<file path="src/rtl/add_seq_pkg.sv">
// Shared definitions for the byte-serial wide adder sequencer:
// FSM state encoding, the datapath byte width and the byte-index width helper.
package add_seq_pkg;

    // Width of the single time-multiplexed adder slice
    localparam int BYTE_W = 8;

    // Sequencer states; explicit encodings keep the register image stable
    typedef enum logic [1:0] {
        IDLE = 2'd0,
        RUN  = 2'd1,
        DONE = 2'd2
    } state_t;

    // Byte index width: enough bits to address NBYTES bytes, never narrower than 1
    function automatic int idx_width(input int nbytes);
        if (nbytes <= 1) begin
            return 1;
        end else begin
            return $clog2(nbytes);
        end
    endfunction

endpackage

</file>
<file path="src/rtl/byte_serial_adder_ctrl_carry_adder.sv">
// CarryAdder: the existing 8-bit ripple-carry adder slice.
// Purely combinational; the sequencer reuses one instance for every byte.
module CarryAdder (
    input  logic [7:0] a,
    input  logic [7:0] b,
    input  logic       cin,
    output logic [7:0] s,
    output logic       cout
);

    logic [8:0] carry_s;

    // Ripple the carry bit by bit from cin to the top of the slice
    always_comb begin
        carry_s    = 9'd0;
        s          = 8'd0;
        carry_s[0] = cin;
        for (int i = 0; i < 8; i++) begin
            s[i]         = a[i] ^ b[i] ^ carry_s[i];
            carry_s[i+1] = (a[i] & b[i]) | (carry_s[i] & (a[i] ^ b[i]));
        end
    end

    assign cout = carry_s[8];

endmodule

</file>
<file path="src/rtl/byte_serial_adder_ctrl.sv">
// byte_serial_adder_ctrl: performs an NBYTES x 8-bit addition by feeding one
// byte per clock (LSB first) through a single 8-bit CarryAdder, with the
// carry registered between bytes. Valid/ready handshakes on both sides.
// Optional feature macro: ADD_SEQ_SUB_EN adds the 'op' port (1 = a - b,
// implemented as a + ~b + 1; cout = 1 means no borrow).
module byte_serial_adder_ctrl
    import add_seq_pkg::*;
#(
    parameter int NBYTES = 4
) (
    input  logic                    clk,
    input  logic                    rst_n,
    input  logic                    in_valid,
    output logic                    in_ready,
    input  logic [8*NBYTES-1:0]     a,
    input  logic [8*NBYTES-1:0]     b,
    input  logic                    cin,
`ifdef ADD_SEQ_SUB_EN
    input  logic                    op,
`endif
    output logic                    out_valid,
    input  logic                    out_ready,
    output logic [8*NBYTES-1:0]     sum,
    output logic                    cout,
    output logic                    busy
);

    localparam int                 IDX_W    = idx_width(NBYTES);
    localparam int                 W        = BYTE_W * NBYTES;
    localparam logic [IDX_W-1:0]   LAST_IDX = IDX_W'(NBYTES - 1);

    state_t             state_r;
    logic [W-1:0]       a_r;
    logic [W-1:0]       b_r;
    logic [W-1:0]       sum_r;
    logic               carry_r;
    logic [IDX_W-1:0]   idx_r;
    logic               out_valid_r;

    logic               accept_s;
    logic [W-1:0]       b_load_s;
    logic               cin_load_s;
    logic [7:0]         add_a_s;
    logic [7:0]         add_b_s;
    logic [7:0]         add_sum_s;
    logic               add_cout_s;

    assign accept_s = in_valid && (state_r == IDLE);

    // Condition operand B and the initial carry for add or subtract at capture time
    always_comb begin
        b_load_s   = b;
        cin_load_s = cin;
`ifdef ADD_SEQ_SUB_EN
        if (op) begin
            b_load_s   = ~b;
            cin_load_s = 1'b1;
        end else begin
            b_load_s   = b;
            cin_load_s = cin;
        end
`endif
    end

    // Select the current byte of each captured operand for the shared adder
    always_comb begin
        add_a_s = a_r[int'(idx_r) * BYTE_W +: BYTE_W];
        add_b_s = b_r[int'(idx_r) * BYTE_W +: BYTE_W];
    end

    CarryAdder u_adder (
        .a    (add_a_s),
        .b    (add_b_s),
        .cin  (carry_r),
        .s    (add_sum_s),
        .cout (add_cout_s)
    );

    // Sequencer: capture in IDLE, one byte per cycle in RUN, hold result in DONE
    always_ff @(posedge clk or negedge rst_n) begin
        if (!rst_n) begin
            state_r     <= IDLE;
            a_r         <= '0;
            b_r         <= '0;
            sum_r       <= '0;
            carry_r     <= 1'b0;
            idx_r       <= '0;
            out_valid_r <= 1'b0;
        end else begin
            case (state_r)
                IDLE: begin
                    if (accept_s) begin
                        a_r     <= a;
                        b_r     <= b_load_s;
                        carry_r <= cin_load_s;
                        idx_r   <= '0;
                        sum_r   <= '0;
                        state_r <= RUN;
                    end else begin
                        state_r <= IDLE;
                    end
                end
                RUN: begin
                    sum_r[int'(idx_r) * BYTE_W +: BYTE_W] <= add_sum_s;
                    carry_r <= add_cout_s;
                    if (idx_r == LAST_IDX) begin
                        // Last byte written: the index stays put, no wrap needed
                        state_r     <= DONE;
                        out_valid_r <= 1'b1;
                    end else begin
                        idx_r   <= idx_r + 1'b1;
                        state_r <= RUN;
                    end
                end
                DONE: begin
                    if (out_ready) begin
                        state_r     <= IDLE;
                        out_valid_r <= 1'b0;
                    end else begin
                        state_r <= DONE;
                    end
                end
                default: begin
                    state_r     <= IDLE;
                    out_valid_r <= 1'b0;
                end
            endcase
        end
    end

    assign in_ready  = (state_r == IDLE);
    assign busy      = (state_r != IDLE);
    assign out_valid = out_valid_r;
    assign sum       = sum_r;
    assign cout      = carry_r;

endmodule

</file>
<file path="config.mk">
export PLATFORM = sky130hd
export DESIGN_NAME = byte_serial_adder_ctrl
export DESIGN_NICKNAME = d
export VERILOG_FILES = /design/src/rtl/add_seq_pkg.sv /design/src/rtl/byte_serial_adder_ctrl_carry_adder.sv /design/src/rtl/byte_serial_adder_ctrl.sv
export SDC_FILE = /design/constraint.sdc
export NUM_CORES = 1
export LEC_CHECK = 0
export CAP_MARGIN = 5
export CORE_MARGIN = 3
export CORE_UTILIZATION = 45
export CTS_BUF_LIST = sky130_fd_sc_hd__clkbuf_8
export CTS_CLUSTER_SIZE = 24
export DETAILED_ROUTE_END_ITERATION = 6
export GPL_ROUTABILITY_DRIVEN = 0
export PLACE_DENSITY_LB_ADDON = 0.15
export SETUP_SLACK_MARGIN = 0.4
export SLEW_MARGIN = 5
export SYNTH_ARGS = -nofsm -noshare
export SYNTH_HDL_FRONTEND = slang
export SYNTH_SLANG_ARGS = --single-unit
</file>
<file path="constraint.sdc">
create_clock -name clk -period 7.2 [get_ports clk]
set_input_delay 1.44 -clock clk [delete_from_list [all_inputs] [get_ports clk]]
set_output_delay 1.44 -clock clk [all_outputs]
set_load 0.01 [all_outputs]
</file>
==> results_dict.tcl <==
set metrics [dict create \
    critPathMaxFanout 15 \
    cts_tree "yes" \
    dr.first_iter.drc_count 95 \
    finalCriticalPeriod_ps 4950 \
    fin_ws_ps 2250 \
    drt_pass1_iterations 4 \
    leakagePower_nw 2.48 \
    yosysTopAreaCell "dfrtp_1" \
    final_common_cell "clkdlybuf4s50_1" \
    synth_flop_cell "dfrtp_1" \
    finClkSkew_ps 12.2 \
    drv_cap 0 \
    track_usage_pct 17.5 \
    tightest_slew_ps 969 \
    root_buffer "clkbuf_8" \
    wl_per_cell_um 17.4 \
    clk_latency_ps 350 \
    synth.top_cell.area_share_pct 56.0 \
    io_buffers 104 \
    cts_made_buffers 9 \
    ys_warn_count 0 \
    diodes 0 \
    n_fill_cell 835 \
    fmax_ghz 0.202 \
    ys_seq_area_share_pct 56.0 \
    min_path_cells 1 \
    crit_required_ps 7440 \
    grt_pass1_wl_um 15600 \
    post-route-period-util_pct 68.7 \
    hpwl_um 7080 \
    reg2reg_from "idx_r[0]$_DFFE_PN0P_" \
    wirelength_um 9440 \
    cts.sinks 102 \
    crit_start "idx_r[0]$_DFFE_PN0P_" \
    hp-class "reg2reg" \
    synth_edf_count 0 \
    final_nets 485 \
    cts_htree_levels 3 \
    dieArea_mm2 0.0114 \
    synth.area.top_cells "dfrtp_1 56%, mux2_1 16%, mux4_2 7.9%" \
    final_cell_mix "103 x clkdlybuf4s50_1, 102 x dfrtp_1, 64 x mux2_1, 24 x o2bb2ai_1, 22 x inv_1" \
    cp-end-kind "register" \
    grt_max_degree 79 \
    synth.avg_cell_area_um2 15.0 \
    ios 105 \
    dp.cells 526 \
    synthDistinctLibCells 31 \
    via_per_inst 5.19 \
    r2r_slack_ps 2250 \
    overflow 0 \
    cts.repair.resized 0 \
    initial_core_util_pct 46.4 \
    reg2reg_to "sum[7]$_DFFE_PN0P_" \
    drc 0 \
    setup_violations 0 \
    antenna_found_initial 0 \
    final_layout_size_suffix_gt1_share_pct 9.29 \
    critPathKind "reg2reg" \
    finalSetupTns_ps 0 \
    outcome "finished, final reports clean" \
    layout.cells.non_filler 542 \
    cp.arrival_ps 5190 \
    synth_fp_nets 384 \
    rsz0062_at_grt "false" \
    netlist_area_mm2 0.00456 \
    synth-async-reset-ratio_pct 100 \
    reg2reg_depth 15 \
    critPathCapture "sum[7]$_DFFE_PN0P_" \
    slew_headroom_pct 35.4 \
    cts_max_path_buffers 2 \
    powerDensity_mw_per_mm2 478 \
    dp_slack_ps 2250 \
    area_growth_pct 29.2 \
    ant_nets 0 \
    ir_worst_vdd_mv 0.201 \
    core_area_mm2 0.00982 \
    grt_pass1_vias 3025 \
    finalMaxSlewViolations 0 \
    hp-start "a_r[10]$_DFFE_PN0P_" \
    vias 2811 \
    clkTransAtPathRegs_ps 100 \
    postSynthRegisterBits 102 \
    final_hold_viol_count 0 \
    critPathLaunchType "register" \
    final_core_util_pct 60.0 \
    die_w_um 107 \
    cts_setup_buffers 0 \
    die_h_um 107 \
    cts_hold_buf 0 \
    netlist_instances 303 \
    rows 36 \
]
-- how the worst min path moves through the flow --
stage | endpoint | slack [ps]
3_3_place_gp | b_r[6]$_DFFE_PN0P_ | 460
2_1_floorplan | a_r[16]$_DFFE_PN0P_ | 450
3_5_place_dp | a_r[27]$_DFFE_PN0P_ | 470
5_1_grt | b_r[18]$_DFFE_PN0P_ | 510
6_report | a_r[10]$_DFFE_PN0P_ | 490
4_1_cts | a_r[10]$_DFFE_PN0P_ | 490
-- sequential cells by signal (all words and copies together), names as in the netlist --
name       cells
sum           32
cout           1
b_r           32
state_r        2
idx_r          2
a_r           32
out_valid      1
-- cells in the mapped netlist (2+ instances only) --
cell and number:
dfrtp_1 102, mux2_1 64, o2bb2ai_1 24, inv_1 21, mux4_2 16, nand2_1 11
fa_1 8, a22o_1 7, buf_2 6, buf_6 6, a21o_1 4, clkbuf_1 4
ha_1 4, a21oi_1 3, nor3_1 3, a32o_1 2, nand2b_1 2, o21ai_0 2
or3_1 2
-- logic make-up after synthesis --
family,synth area share (%)
flip-flops,56.0
multiplexers,23.7
AO/OA/AOI/OAI,8.18
buffers and inverters,4.28
AND/OR/NAND/NOR,3.21
adder cells (fa/ha/maj),4.61
-- metrics by stage --
step | area, um^2 | hold slack [ps] | total power, mW
floorplan | 4560 | 452 | 1.94
global placement | 5670 | 463 | 2.41
detailed placement | 5670 | 473 | 2.44
CTS | 5890 | 495 | 2.85
global route | 5890 | 510 | 3.03
finish | 5890 | 490 | 2.81
-- cell type report --
class | count | area (um^2) | share of cell area [%]
Timing Repair Buffer | 107 | 1060 | 18.0
Tap cell | 133 | 166 | 2.83
Clock buffer | 9 | 124 | 2.10
Sequential cell | 102 | 2550 | 43.3
Clock inverter | 7 | 96.3 | 1.64
Multi-Input combinational cell | 163 | 1810 | 30.7
Inverter | 21 | 78.8 | 1.34
-- where the power goes --
group	leakage, nW	internal [mW]	switching (mW)
logic	1.11	0.715	0.679
registers	1.27	0.838	0.186
clock network	0.108	0.197	0.198
total	2.48	1.75	1.06
-- worst max-delay path, cell delays in order (launching register included) --
cell,delay (ps)
dfrtp_1,720
buf_4,370
mux4_2,270
inv_1,50
fa_1,370
fa_1,420
fa_1,400
fa_1,400
fa_1,360
inv_1,70
fa_1,150
inv_1,50
fa_1,350
inv_1,80
fa_1,480
a32o_1,280
-- layer usage --
metal	routed length [um]	share of wire (%)	vias up	GRT usage (%)
met5	0	0	-	0
met4	114	1.2	0	5.39
met3	430	4.6	12	3.25
met2	4560	48	80	28.4
met1	4340	46	1415	24.2
li1	-	-	1304	-
(Power assumes the default switching activity.)
==> variant, RTL diff (config.mk and constraints unchanged) <==
Reset style: synchronous (`rst_n`), changed in one clocked block.
--- a/src/rtl/byte_serial_adder_ctrl.sv
+++ b/src/rtl/byte_serial_adder_ctrl.sv
@@ -77,7 +77,7 @@
     );
 
     // Sequencer: capture in IDLE, one byte per cycle in RUN, hold result in DONE
-    always_ff @(posedge clk or negedge rst_n) begin
+    always_ff @(posedge clk) begin
         if (!rst_n) begin
             state_r     <= IDLE;
             a_r         <= '0;
Formal check against the unedited RTL: differs if rst_n is asserted again (counterexample within 4 cycles, from zero or initial values and one cycle with rst_n low); with rst_n held inactive, the same outputs for 4 cycles.
==> variant against the unedited design <==
Routed wire length is 9.9% higher. Count of clock-buffer cells in the layout is 1 higher. Design area is 5.6% lower. Synthesized area is 6.3% lower. First-iteration DRC count is 44% higher. Worst setup slack better by 0.14 ns. Sequential cell count stayed put.
Power is not compared: it rests on default switching activity, and its combinational part moved more than twofold at a synthesized area within 25%.
==> variant: results (changes against the unedited design) <==
stage;metric;value;unit;change
setup_path;cpPeakStageDelay;0.70;ns;-0.02 ns
global_routing;grt_max_degree;71;;-10%
cells_and_area;final_nets;653;;+35%
setup_path;worst_r2r_path_depth;16;;+1
setup_path;cp_max_fo;13;;-2
place;hpwl;7.51;mm;+6.0%
timing;max_freq;208;MHz;+3.0%
place;place_area;5360;um^2;-5.5%
cells_and_area;fill_cells;792;;-5.1%
global_routing;grt_util_met2;33.5;%;+5.1 points
timing;whs;0.458;ns;-0.0320 ns
synth;yosys-top-cells-count;nand2_1 (172), dfxtp_1 (102), a21oi_1 (68);;
setup_path;endpoint;sum[15];;
min_path;hold_path.class;register to register;;
outcome;status;finished clean;;
synth;ys_async_sr_fraction;0;%;-100 points
min_path;holdPathEnd;b_r[16];;
synth;yosys_warnings;0;;unchanged
synth;synth_cells;486;;+60%
cells_and_area;drive_gt1_share;8.32;%;-0.97 points
synth;yosys-top-cells-area;dfxtp_1 (48%), nand2_1 (15%), mux4_2 (8.4%);;
global_routing;grt_pass1_vias;3383;;+12%
setup_path;cp_top_family;adder cells;;
setup_path;cp_slowest_cell;dfxtp_1;;
place;post-place-ws;2.40;ns;+0.145 ns
drt;wl_met3;549;um;+28%
timing;clock_skew;0.00963;ns;-0.00261 ns
timing;max_slew_margin;23.3;%;-12 points
setup_path;startpoint;idx_r[0];;
drt;first_iter_violations;137;;+44%
synth;ys_seq_area_share;47.8;%;-8.2 points
synth;synth.area.mux_share;8.44;%;-15 points
drt;met1_length;4.61;mm;+6.3%
setup_path;worst_ep_arrival_time;5.04;ns;-0.15 ns
min_path;hold_path_depth;2;;+1
cells_and_area;instances_no_fill;703;;+30%
synth;synth_fa_ha_area_share;4.92;%;+0.31 points
synth;synth_top_area_cell;dfxtp_1;;
global_routing;use_met1;26.2;%;+2.0 points
drt;dr_wl_met2;5.13;mm;+13%
place;placed_cells;687;;+31%
synth;syn_nets;567;;+48%
global_routing;grtUsageMet3;2.88;%;-0.37 points
drt;viasPerCell;5.07;;-2.2%
synth;synth_compound_area_share;15.5;%;+7.3 points
min_path;hold_start;b_r[16];;
cells_and_area;final_common_cell;nand2_1;;
global_routing;grt_pass1_wl;16.4;mm;+5.5%
global_routing;grtUsageTotal;20.0;%;+2.5 points
global_routing;antenna_found_initial;0;;unchanged
synth;ys_types;32;;+3.2%
drt;wirelength;10.4;mm;+9.9%
cells_and_area;regArea;2040;um^2;-20%
cts;numCtsBuffers;9;;unchanged
cts;clk_latency;0.37;ns;+0.02 ns
==> variant: changes by cell type after synthesis, sizes merged, moves of 7 or more <==
cell	change
a21oi	+69
nand2	+161
dfxtp	+102
a22o	-7
clkbuf	+7
buf	+8
o2bb2ai	-24
mux2	-64
o22ai	+32
dfrtp	-102
==> variant: area by class of cell <==
| cell class | instances | share of cell area (%) |
|---|---|---|
| repair buffers | 107 | 19.1 |
| well taps | 126 | 2.84 |
| clock buffers | 10 | 2.48 |
| flip-flops and latches | 102 | 36.7 |
| clock inverters | 6 | 1.13 |
| inverters | 23 | 1.55 |
| multi-input cells | 329 | 36.2 |
==> variant: power groups by stage <==
stage	logic, uW	clock network (uW)	registers, uW
6_report	168	365	608
3_5_place_dp	168	0	621
2_1_floorplan	103	0	613
5_1_grt	188	386	611
3_3_place_gp	165	0	619
4_1_cts	169	364	608
